**config.mk**
```make
export PLATFORM = sky130hd
export DESIGN_NAME = hazard_stall_ctrl_flat
export DESIGN_NICKNAME = d
export VERILOG_FILES = /design/src/rtl/hazard_stall_ctrl_if.sv /design/src/rtl/hazard_stall_ctrl.sv /design/src/flat_wrapper.sv
export SDC_FILE = /design/constraint.sdc
export NUM_CORES = 1
export LEC_CHECK = 0
export BUFFER_PORTS_ARGS = -buffer_cell sky130_fd_sc_hd__buf_2
export CORE_AREA = 2 2 86 88
export CTS_BUF_LIST = sky130_fd_sc_hd__clkbuf_8 sky130_fd_sc_hd__clkbuf_16
export DETAILED_ROUTE_END_ITERATION = 10
export DIE_AREA = 0 0 88 90
export GPL_TIMING_DRIVEN = 0
export PLACE_DENSITY_LB_ADDON = 0.12
export RECOVER_POWER = 100
export SYNTH_ARGS = -nofsm -noshare
export SYNTH_HDL_FRONTEND = slang
export SYNTH_SLANG_ARGS = --single-unit
```
**constraint.sdc**
```tcl
create_clock -name clk -period 2.6 [get_ports clk]
set_input_delay 0.26 -clock clk [delete_from_list [all_inputs] [get_ports clk]]
set_output_delay 0.26 -clock clk [all_outputs]
set_load 0.1 [all_outputs]
```
**src/rtl/hazard_stall_ctrl_if.sv**
```systemverilog
// Handshake bundle between the pipeline datapath and the stall/flush sequencer.
// The master side drives hazard and memory status; the slave side is the controller.
interface hazard_stall_ctrl_if #(
    parameter int CNT_W = 32
);
    logic             load_use;
    logic             br_mispred;
    logic             imem_ready;
    logic             dmem_req;
    logic             dmem_ready;
    logic             halt_req;
    logic             resume;
    logic             pc_we;
    logic             if_id_we;
    logic             id_ex_we;
    logic             ex_mem_we;
    logic             mem_wb_we;
    logic             if_id_flush;
    logic             id_ex_flush;
    logic             halted;
    logic [1:0]       state;
    logic [CNT_W-1:0] stall_cnt;
    logic [CNT_W-1:0] flush_cnt;

    modport master (
        output load_use, br_mispred, imem_ready, dmem_req, dmem_ready, halt_req, resume,
        input  pc_we, if_id_we, id_ex_we, ex_mem_we, mem_wb_we,
        input  if_id_flush, id_ex_flush, halted, state, stall_cnt, flush_cnt
    );

    modport slave (
        input  load_use, br_mispred, imem_ready, dmem_req, dmem_ready, halt_req, resume,
        output pc_we, if_id_we, id_ex_we, ex_mem_we, mem_wb_we,
        output if_id_flush, id_ex_flush, halted, state, stall_cnt, flush_cnt
    );
endinterface

```
**src/rtl/hazard_stall_ctrl.sv**
```systemverilog
// Five-stage pipeline sequencer: per-stage enables/flushes from hazards and memory
// readiness, halt drain/resume, and saturating stall/flush performance counters.
module hazard_stall_ctrl #(
    parameter int CNT_W     = 32,
    parameter int DRAIN_CYC = 4
) (
    input logic               clk,
    input logic               rst,
    hazard_stall_ctrl_if.slave bus
);
    typedef enum logic [1:0] {
        RUN      = 2'd0,
        MEM_WAIT = 2'd1,
        DRAIN    = 2'd2,
        HALTED   = 2'd3
    } state_t;

    localparam logic [3:0] DRAIN_INIT = 4'(DRAIN_CYC);

    state_t           state;
    logic [3:0]       drain_cnt;
    logic             halt_pend;
    logic [CNT_W-1:0] stall_cnt;
    logic [CNT_W-1:0] flush_cnt;

    logic dstall;
    logic frozen;
    logic br_act;
    logic lu_act;
    logic pc_we, if_id_we, id_ex_we, ex_mem_we, mem_wb_we;
    logic if_id_flush, id_ex_flush;

    assign dstall = bus.dmem_req & ~bus.dmem_ready;
    // MEM_WAIT keeps everything frozen until the data access completes, even if dmem_req drops
    assign frozen = dstall | ((state == MEM_WAIT) & ~bus.dmem_ready);

    always_comb begin
        pc_we       = 1'b0;
        if_id_we    = 1'b0;
        id_ex_we    = 1'b0;
        ex_mem_we   = 1'b0;
        mem_wb_we   = 1'b0;
        if_id_flush = 1'b0;
        id_ex_flush = 1'b0;
        br_act      = 1'b0;
        lu_act      = 1'b0;
        if (!rst && state != HALTED && !frozen) begin
            pc_we     = 1'b1;
            if_id_we  = 1'b1;
            id_ex_we  = 1'b1;
            ex_mem_we = 1'b1;
            mem_wb_we = 1'b1;
            if (state == DRAIN) begin
                pc_we       = 1'b0;
                if_id_flush = 1'b1;
            end
            if (bus.br_mispred) begin
                // the redirect target is captured even while draining
                pc_we       = 1'b1;
                if_id_flush = 1'b1;
                id_ex_flush = 1'b1;
                br_act      = 1'b1;
            end else if (bus.load_use) begin
                pc_we       = 1'b0;
                if_id_we    = 1'b0;
                id_ex_flush = 1'b1;
                lu_act      = 1'b1;
            end else if (!bus.imem_ready && state != DRAIN) begin
                pc_we       = 1'b0;
                if_id_flush = 1'b1;
            end
        end
    end

    always_ff @(posedge clk or posedge rst) begin
        if (rst) begin
            state     <= RUN;
            drain_cnt <= 4'd0;
            halt_pend <= 1'b0;
            stall_cnt <= '0;
            flush_cnt <= '0;
        end else begin
            if (state != HALTED && !pc_we && stall_cnt != '1)
                stall_cnt <= stall_cnt + CNT_W'(1);
            if (br_act && flush_cnt != '1)
                flush_cnt <= flush_cnt + CNT_W'(1);
            if (bus.halt_req && state != HALTED)
                halt_pend <= 1'b1;

            case (state)
                RUN: begin
                    if (dstall) begin
                        state <= MEM_WAIT;
                    end else if (halt_pend || bus.halt_req) begin
                        state     <= DRAIN;
                        drain_cnt <= DRAIN_INIT;
                    end
                end
                MEM_WAIT: begin
                    if (bus.dmem_ready) begin
                        if (halt_pend || bus.halt_req) begin
                            state     <= DRAIN;
                            drain_cnt <= DRAIN_INIT;
                        end else begin
                            state <= RUN;
                        end
                    end
                end
                DRAIN: begin
                    if (!dstall) begin
                        if (br_act || lu_act) begin
                            drain_cnt <= DRAIN_INIT;
                        end else if (drain_cnt <= 4'd1) begin
                            drain_cnt <= 4'd0;
                            state     <= HALTED;
                            halt_pend <= 1'b0;
                        end else begin
                            drain_cnt <= drain_cnt - 4'd1;
                        end
                    end
                end
                HALTED: begin
                    if (bus.resume)
                        state <= RUN;
                end
                default: state <= RUN;
            endcase
        end
    end

    assign bus.pc_we       = pc_we;
    assign bus.if_id_we    = if_id_we;
    assign bus.id_ex_we    = id_ex_we;
    assign bus.ex_mem_we   = ex_mem_we;
    assign bus.mem_wb_we   = mem_wb_we;
    assign bus.if_id_flush = if_id_flush;
    assign bus.id_ex_flush = id_ex_flush;
    assign bus.halted      = (state == HALTED);
    assign bus.state       = state;
    assign bus.stall_cnt   = stall_cnt;
    assign bus.flush_cnt   = flush_cnt;
endmodule

```
**src/flat_wrapper.sv**
```systemverilog
// flat-port wrapper written by rule: the top's interface ports become plain ports
module hazard_stall_ctrl_flat 
#(
    parameter int CNT_W     = 32,
    parameter int DRAIN_CYC = 4
)
  (clk, rst, bus_load_use, bus_br_mispred, bus_imem_ready, bus_dmem_req, bus_dmem_ready, bus_halt_req, bus_resume, bus_pc_we, bus_if_id_we, bus_id_ex_we, bus_ex_mem_we, bus_mem_wb_we, bus_if_id_flush, bus_id_ex_flush, bus_halted, bus_state, bus_stall_cnt, bus_flush_cnt);
  hazard_stall_ctrl_if #(.CNT_W(CNT_W)) bus_i ();
  input logic clk;
  input logic rst;
  input wire logic [$bits(bus_i.load_use)-1:0] bus_load_use;
  input wire logic [$bits(bus_i.br_mispred)-1:0] bus_br_mispred;
  input wire logic [$bits(bus_i.imem_ready)-1:0] bus_imem_ready;
  input wire logic [$bits(bus_i.dmem_req)-1:0] bus_dmem_req;
  input wire logic [$bits(bus_i.dmem_ready)-1:0] bus_dmem_ready;
  input wire logic [$bits(bus_i.halt_req)-1:0] bus_halt_req;
  input wire logic [$bits(bus_i.resume)-1:0] bus_resume;
  output wire logic [$bits(bus_i.pc_we)-1:0] bus_pc_we;
  output wire logic [$bits(bus_i.if_id_we)-1:0] bus_if_id_we;
  output wire logic [$bits(bus_i.id_ex_we)-1:0] bus_id_ex_we;
  output wire logic [$bits(bus_i.ex_mem_we)-1:0] bus_ex_mem_we;
  output wire logic [$bits(bus_i.mem_wb_we)-1:0] bus_mem_wb_we;
  output wire logic [$bits(bus_i.if_id_flush)-1:0] bus_if_id_flush;
  output wire logic [$bits(bus_i.id_ex_flush)-1:0] bus_id_ex_flush;
  output wire logic [$bits(bus_i.halted)-1:0] bus_halted;
  output wire logic [$bits(bus_i.state)-1:0] bus_state;
  output wire logic [$bits(bus_i.stall_cnt)-1:0] bus_stall_cnt;
  output wire logic [$bits(bus_i.flush_cnt)-1:0] bus_flush_cnt;
  assign bus_i.load_use = bus_load_use;
  assign bus_i.br_mispred = bus_br_mispred;
  assign bus_i.imem_ready = bus_imem_ready;
  assign bus_i.dmem_req = bus_dmem_req;
  assign bus_i.dmem_ready = bus_dmem_ready;
  assign bus_i.halt_req = bus_halt_req;
  assign bus_i.resume = bus_resume;
  assign bus_pc_we = bus_i.pc_we;
  assign bus_if_id_we = bus_i.if_id_we;
  assign bus_id_ex_we = bus_i.id_ex_we;
  assign bus_ex_mem_we = bus_i.ex_mem_we;
  assign bus_mem_wb_we = bus_i.mem_wb_we;
  assign bus_if_id_flush = bus_i.if_id_flush;
  assign bus_id_ex_flush = bus_i.id_ex_flush;
  assign bus_halted = bus_i.halted;
  assign bus_state = bus_i.state;
  assign bus_stall_cnt = bus_i.stall_cnt;
  assign bus_flush_cnt = bus_i.flush_cnt;
  hazard_stall_ctrl #(.CNT_W(CNT_W), .DRAIN_CYC(DRAIN_CYC)) u_core (.clk(clk), .rst(rst), .bus(bus_i));
endmodule
```
==> results of run 1 <==
-- registers in the layout, indices dropped and copies added, names as in the netlist --
signal and count:
u_core.bus.state 2, u_core.drain_cnt 4, u_core.bus.stall_cnt 32, u_core.halt_pend 1, u_core.bus.flush_cnt 32
-- how the worst max path moves through the flow --
stage / from / endpoint / slack, ns / cells past startpoint
6_report: u_core.bus.state[1] / u_core.bus.flush_cnt[27] / 0.20 / 7
5_1_grt: u_core.bus.state[1] / u_core.bus.flush_cnt[31] / 0.08 / 7
3_5_place_dp: rst / u_core.bus.stall_cnt[1] / -0.06 / 7
2_1_floorplan: u_core.bus.state[1] / bus_if_id_we / -0.01 / 4
4_1_cts: u_core.bus.state[1] / u_core.bus.flush_cnt[27] / 0.22 / 7
3_3_place_gp: rst / u_core.bus.stall_cnt[1] / -0.82 / 7
-- power breakdown --
part / switching (mW) / internal, mW
Sequential: 0.179 / 1.26
Combinational: 1.46 / 0.342
Clock: 0.406 / 0.458
-- placed cells by master, fill, tap and decap left out, drive strengths merged, types with 15 or more instances in the layout --
master / n
clkbuf: 91
dfrtp: 71
nand2: 24
nand3: 22
nand4: 30
nor2: 23
nor4: 15
xnor2: 25
xor2: 35
-- layout make-up --
class,count,area [sq um]
fill,640,2620
multi-input combinational,271,1850
sequential,71,1800
timing repair buffer,83,333
clock buffer,10,138
tap,99,124
buffer,11,61.3
clock inverter,6,52.6
inverter,10,41.3
-- Yosys cell counts, drive strengths merged, types with 3 or more instances --
library cell  count  area [sq um]
buf               9          48.8
nor2             23          88.8
nand2            24          90.1
or2               3          18.8
and2              5          31.3
nor3b             5          47.5
dfrtp            71          1780
a21o              3          22.5
xor2             35           307
nor2b             3          18.8
or3               5          31.3
nor3             13          65.1
nand3            22           115
a21oi             8          40.0
or4               3          26.3
and4              5          43.8
o21ai             3          15.0
inv              10          37.5
ha                4          50.1
nor4             15           109
and3             12          75.1
nand4            30           200
xnor2            25           219
-- routing by layer --
metal	wire, um	up-vias	track usage [%]
met2	3930	67	36.0
li1	-	1499	-
met5	0	-	0
met1	3870	1465	30.3
met3	298	11	4.59
met4	131	0	7.82
-- metrics by stage --
stage               setup slack [ns]  hold slack, ns  util [%]  total power [mW]  setup TNS (ns)
finish                         0.196          0.0886      62.7              4.11               0
global route                  0.0827           0.147      62.7              4.31               0
CTS                            0.222           0.114      64.2              4.17               0
detailed placement           -0.0592           0.484      61.5              3.29          -0.135
global placement              -0.823           0.478      61.2              3.26          -20.31
floorplan                    -0.0127           0.438         -              2.97         -0.0127
-- cell families (layout without fill, tap and decap cells) --
logic type / after synthesis / after routing
xor gates and xnor gates: 60 / 60
and+or+nand+nor: 174 / 174
DFF: 71 / 71
muxes: 3 / 3
buffers and inverters: 21 / 120
adders and majority gates: 4 / 4
AOI/OAI and AO/OA: 30 / 30
==> flow_summary.json, run 1 <==
{
  "yosys_warnings": 0,
  "cts_setup_buffers": 0,
  "num_rows": 31,
  "hold_class": "input port to asynchronous set/reset pin",
  "post-route-period-util_pct": 92.4,
  "ant_nets": 0,
  "synth_edf_count": 0,
  "antenna_cells": 0,
  "reg2reg_depth": 7,
  "synth.area.mux_share_pct": 0.880,
  "cts_tree": "done",
  "max-vdd-ir-drop_v": 0.000925,
  "finalSetupViolations": 0,
  "place_congestion": 0.866,
  "rsz0062_at_grt": "false",
  "rr_endpoint": "u_core.bus.flush_cnt[27]",
  "leakagePower_nw": 2.02,
  "synth_area_per_cell_sq_um": 10.2,
  "viasPerCell": 5.42,
  "vias": 3042,
  "dp_cells": 545,
  "critPathBufInv": 2,
  "ys_ff_latch": 71,
  "drive_gt1_share_pct": 16.2,
  "crit_arrival_ns": 2.63,
  "design_area_sq_um": 4400,
  "max_stage_delay_ns": 0.48,
  "synth_cells": 363,
  "fin_nets": 470,
  "cp_slowest_cell": "dfrtp_4",
  "die_area_sq_um": 7920,
  "grt_pass1_wl_um": 14400,
  "path_class": "flip-flop to flip-flop",
  "placed_area_sq_um": 4320,
  "synth_compound_area_share_pct": 5.62,
  "grt_pass1_vias": 3048,
  "io_buffers": 82,
  "cts_buffers": 9,
  "antenna_found_initial": 0,
  "hold_viol": 0,
  "synthArstFlopShare_pct": 100,
  "totalWireLength_um": 8230,
  "htree_levels": 3,
  "synth_top_family_by_area": "simple AND/OR/NAND/NOR gates",
  "route.detailed.drc": 0,
  "finClkSkew_ns": 0.0111,
  "fin_crit_ns": 2.40,
  "drv_slew": 0,
  "max_freq_ghz": 0.416,
  "track_usage_pct": 22.6,
  "wire_per_inst_um": 14.7,
  "synthXorXnorAreaFrac_pct": 14.2,
  "synth-seq-area-share_pct": 48.1,
  "clock_sinks": 71,
  "worstSetupStartpointType": "flip-flop",
  "r2r-start": "u_core.bus.state[1]",
  "powerDensity_nw_per_um2": 933,
  "synth_fa_ha_area_share_pct": 1.35,
  "initial_core_util_pct": 52.6,
  "synth_area_sq_um": 3690,
  "cp.required_ns": 2.83,
  "cts_resized": 0,
  "end_kind": "flip-flop",
  "cap_violations": 0,
  "crit_path_max_fanout": 10,
  "crit_chain": "buf_6, a21bo_1, a211o_1, a21oi_1, buf_2, nand4_1, xnor2_1",
  "cts.hold.buffers_added": 0,
  "status": "finished clean",
  "pin_count": 83,
  "reg2reg_slack_ns": 0.20,
  "first_iter_violations": 180,
  "fp.dieH_um": 90,
  "path_clk_slew_ns": 0.07,
  "ys_types": 51,
  "synth_ff_type": "dfrtp_1",
  "overflow": 0,
  "grt_start_max_net_pins": 38,
  "yosys.area_share.simple_pct": 27.3,
  "critPathTopFamily": "compound AO/OA/AOI/OAI gates",
  "cts.path.max_buffers": 2,
  "syn_nets": 376,
  "clock_latency_ns": 0.34,
  "stdcell_count": 561,
  "drt_first_pass_iters": 4,
  "die_x_um": 88,
  "core_area_sq_um": 7020,
  "hpwl_um": 5850,
  "worstMarginPinSlew_ns": 1.20,
  "ctsRootBufferMaster": "clkbuf_8",
  "relSlewSlack_pct": 20.5,
  "syn2layout_area_growth_pct": 19.2
}
Power figures use the tool's default switching activity.
==> run 2: changes to the inputs <==
--- a/config.mk
+++ b/config.mk
@@ -6,10 +6,10 @@
 export NUM_CORES = 1
 export LEC_CHECK = 0
 export BUFFER_PORTS_ARGS = -buffer_cell sky130_fd_sc_hd__buf_2
-export CORE_AREA = 2 2 86 88
+export CORE_AREA = 2 2 77 98
 export CTS_BUF_LIST = sky130_fd_sc_hd__clkbuf_8 sky130_fd_sc_hd__clkbuf_16
 export DETAILED_ROUTE_END_ITERATION = 10
-export DIE_AREA = 0 0 88 90
+export DIE_AREA = 0 0 79 100
 export GPL_TIMING_DRIVEN = 0
 export PLACE_DENSITY_LB_ADDON = 0.12
 export RECOVER_POWER = 100
==> run 2 against run 1 <==
Compared with the run above: cell area is 0.37% higher; combinational power hardly changed; register-to-register slack worse by 0.06 ns; sequential cell count stayed put; global-route usage is 0.28 points lower; largest power group unchanged.
==> flow_summary.json, run 2 (synthesized netlist as in run 1, its figures left out) <==
{
  "max_freq_ghz": 0.405,
  "initial_core_util_pct": 52.1,
  "max_stage_delay_ns": 0.48,
  "cap_violations": 0,
  "layout_setup_ws_ns": 0.134,
  "wire_per_inst_um": 15.1,
  "antenna_found_initial": 0,
  "final_common_cell": "clkbuf_1",
  "setup_tns_ns": 0,
  "path_class": "flip-flop to flip-flop",
  "dpl_worst_slack_ns": 0.186,
  "grt_pass1_wl_um": 13900,
  "hpwl_um": 6070,
  "cp_slowest_cell": "dfrtp_4",
  "die_area_sq_um": 7900,
  "cts_tree": "done",
  "route.detailed.drc": 0,
  "totalWireLength_um": 8390,
  "final_cell_mix": "clkbuf_1, dfrtp_1, xor2_1",
  "finClkSkew_ns": 0.00936,
  "status": "finished clean",
  "clock_latency_ns": 0.35,
  "end_kind": "flip-flop",
  "path_clk_slew_ns": 0.08,
  "combPwrFrac_pct": 44.7,
  "relSlewSlack_pct": 19.1,
  "syn2layout_area_growth_pct": 19.6,
  "crit_arrival_ns": 2.70,
  "antenna_cells": 0,
  "ctsRootBufferMaster": "clkbuf_8",
  "fin_crit_ns": 2.47,
  "power.share.clock_pct": 19.5,
  "rsz0062_at_grt": "false",
  "max-vdd-ir-drop_v": 0.000659,
  "crit_path_max_fanout": 10,
  "place_congestion": 0.819,
  "grt_pass1_vias": 2993,
  "ant_nets": 0,
  "drt_first_pass_iters": 4,
  "cts_buffers": 9,
  "fin_nets": 473,
  "largest_registers": "u_core.bus.flush_cnt: 32 flops, u_core.bus.stall_cnt: 32 flops, u_core.drain_cnt: 4 flops",
  "switching_share_pct": 51.0,
  "clock_sinks": 71,
  "worstMarginPinSlew_ns": 1.21,
  "powerDensity_nw_per_um2": 910,
  "grt_start_max_net_pins": 31,
  "cts_resized": 0,
  "cts.path.max_buffers": 2,
  "fp.dieH_um": 100,
  "htree_levels": 3,
  "seq_power_share_pct": 35.7,
  "drv_slew": 0,
  "track_usage_pct": 22.3,
  "overflow": 0,
  "drive_gt1_share_pct": 16.6,
  "post-route-period-util_pct": 94.9,
  "worstSetupStartpointType": "flip-flop",
  "finalSetupViolations": 0,
  "crit_chain": "buf_6, a21bo_2, a211o_1, a21oi_1, clkbuf_2, nand4_1, xnor2_1",
  "io_buffers": 82,
  "pin_count": 83,
  "core_area_sq_um": 7090,
  "hold_viol": 0,
  "leakagePower_nw": 2.02,
  "p_int_mw": 1.97,
  "die_x_um": 79,
  "switching_power_mw": 2.05,
  "cp.required_ns": 2.83,
  "num_rows": 35,
  "vias": 3125,
  "first_iter_violations": 132,
  "hold_class": "input port to flip-flop",
  "viasPerCell": 5.61
}
run 2: per-stage QoR:
stage               cells  power (mW)  utilization (%)  hold WS, ns  area, sq um
CTS                   556        4.09             63.6        0.225         4510
finish                557        4.02             62.3        0.237         4420
detailed placement    539        3.29             61.0        0.315         4330
global placement      537        3.26             60.4        0.477         4290
global route          557        4.22             62.3        0.234         4420
floorplan             363        2.97                -        0.438         3760
run 2: timing repair:
item | 4_1_cts | 5_1_grt
buffers inserted | 0 | 1
endpoints found under the setup margin | 0 | 15
endpoints found under the hold margin | 16 | 0
hold buffers | 1 | 0
run 2: metal layers:
layer	global-route usage (%)	up-vias	share of wire (%)
met5	0	-	0
met4	9.02	0	1.7
met3	6.56	14	5.5
met2	36.6	90	49
met1	27.6	1521	43
li1	-	1500	-
run 2: worst paths after layout:
check                                         start                  endpoint  slack (ns)  cells after the start
max                             u_core.bus.state[1]  u_core.bus.flush_cnt[29]        0.13                      7
min                                    bus_halt_req          u_core.halt_pend        0.24                      3
max reg2reg                     u_core.bus.state[1]  u_core.bus.flush_cnt[29]        0.13                      7
min reg2reg                u_core.bus.flush_cnt[24]  u_core.bus.flush_cnt[24]        0.50                      1
max in group asynchronous                       rst  u_core.bus.flush_cnt[15]        0.49                      5
min in group asynchronous                       rst       u_core.bus.state[1]        0.63                      4
run 2: final cells by class:
type	count	area (sq um)
fill	646	2680
multi-input combinational	271	1860
sequential	71	1800
timing repair buffer	86	373
clock buffer	10	138
tap	92	115
buffer	11	61.3
inverter	10	38.8
clock inverter	6	36.3
run 2: worst max-delay path: cells and delay by family, from the launching register on:
family,cells,cell delay [ns]
DFF,1,0.48
and+or+nand+nor,1,0.17
xor gates and xnor gates,1,0.19
buffers and inverters,2,0.48
AOI/OAI and AO/OA,3,1.03
run 2: power by group through the flow:
stage                     Sequential [mW]  Clock [mW]  Combinational, mW
after floorplan                      2.22           0              0.749
after global placement               1.45           0               1.81
after detailed placement             1.46           0               1.83
after CTS                            1.44       0.810               1.84
after global routing                 1.46       0.864               1.89
final                                1.44       0.786               1.80
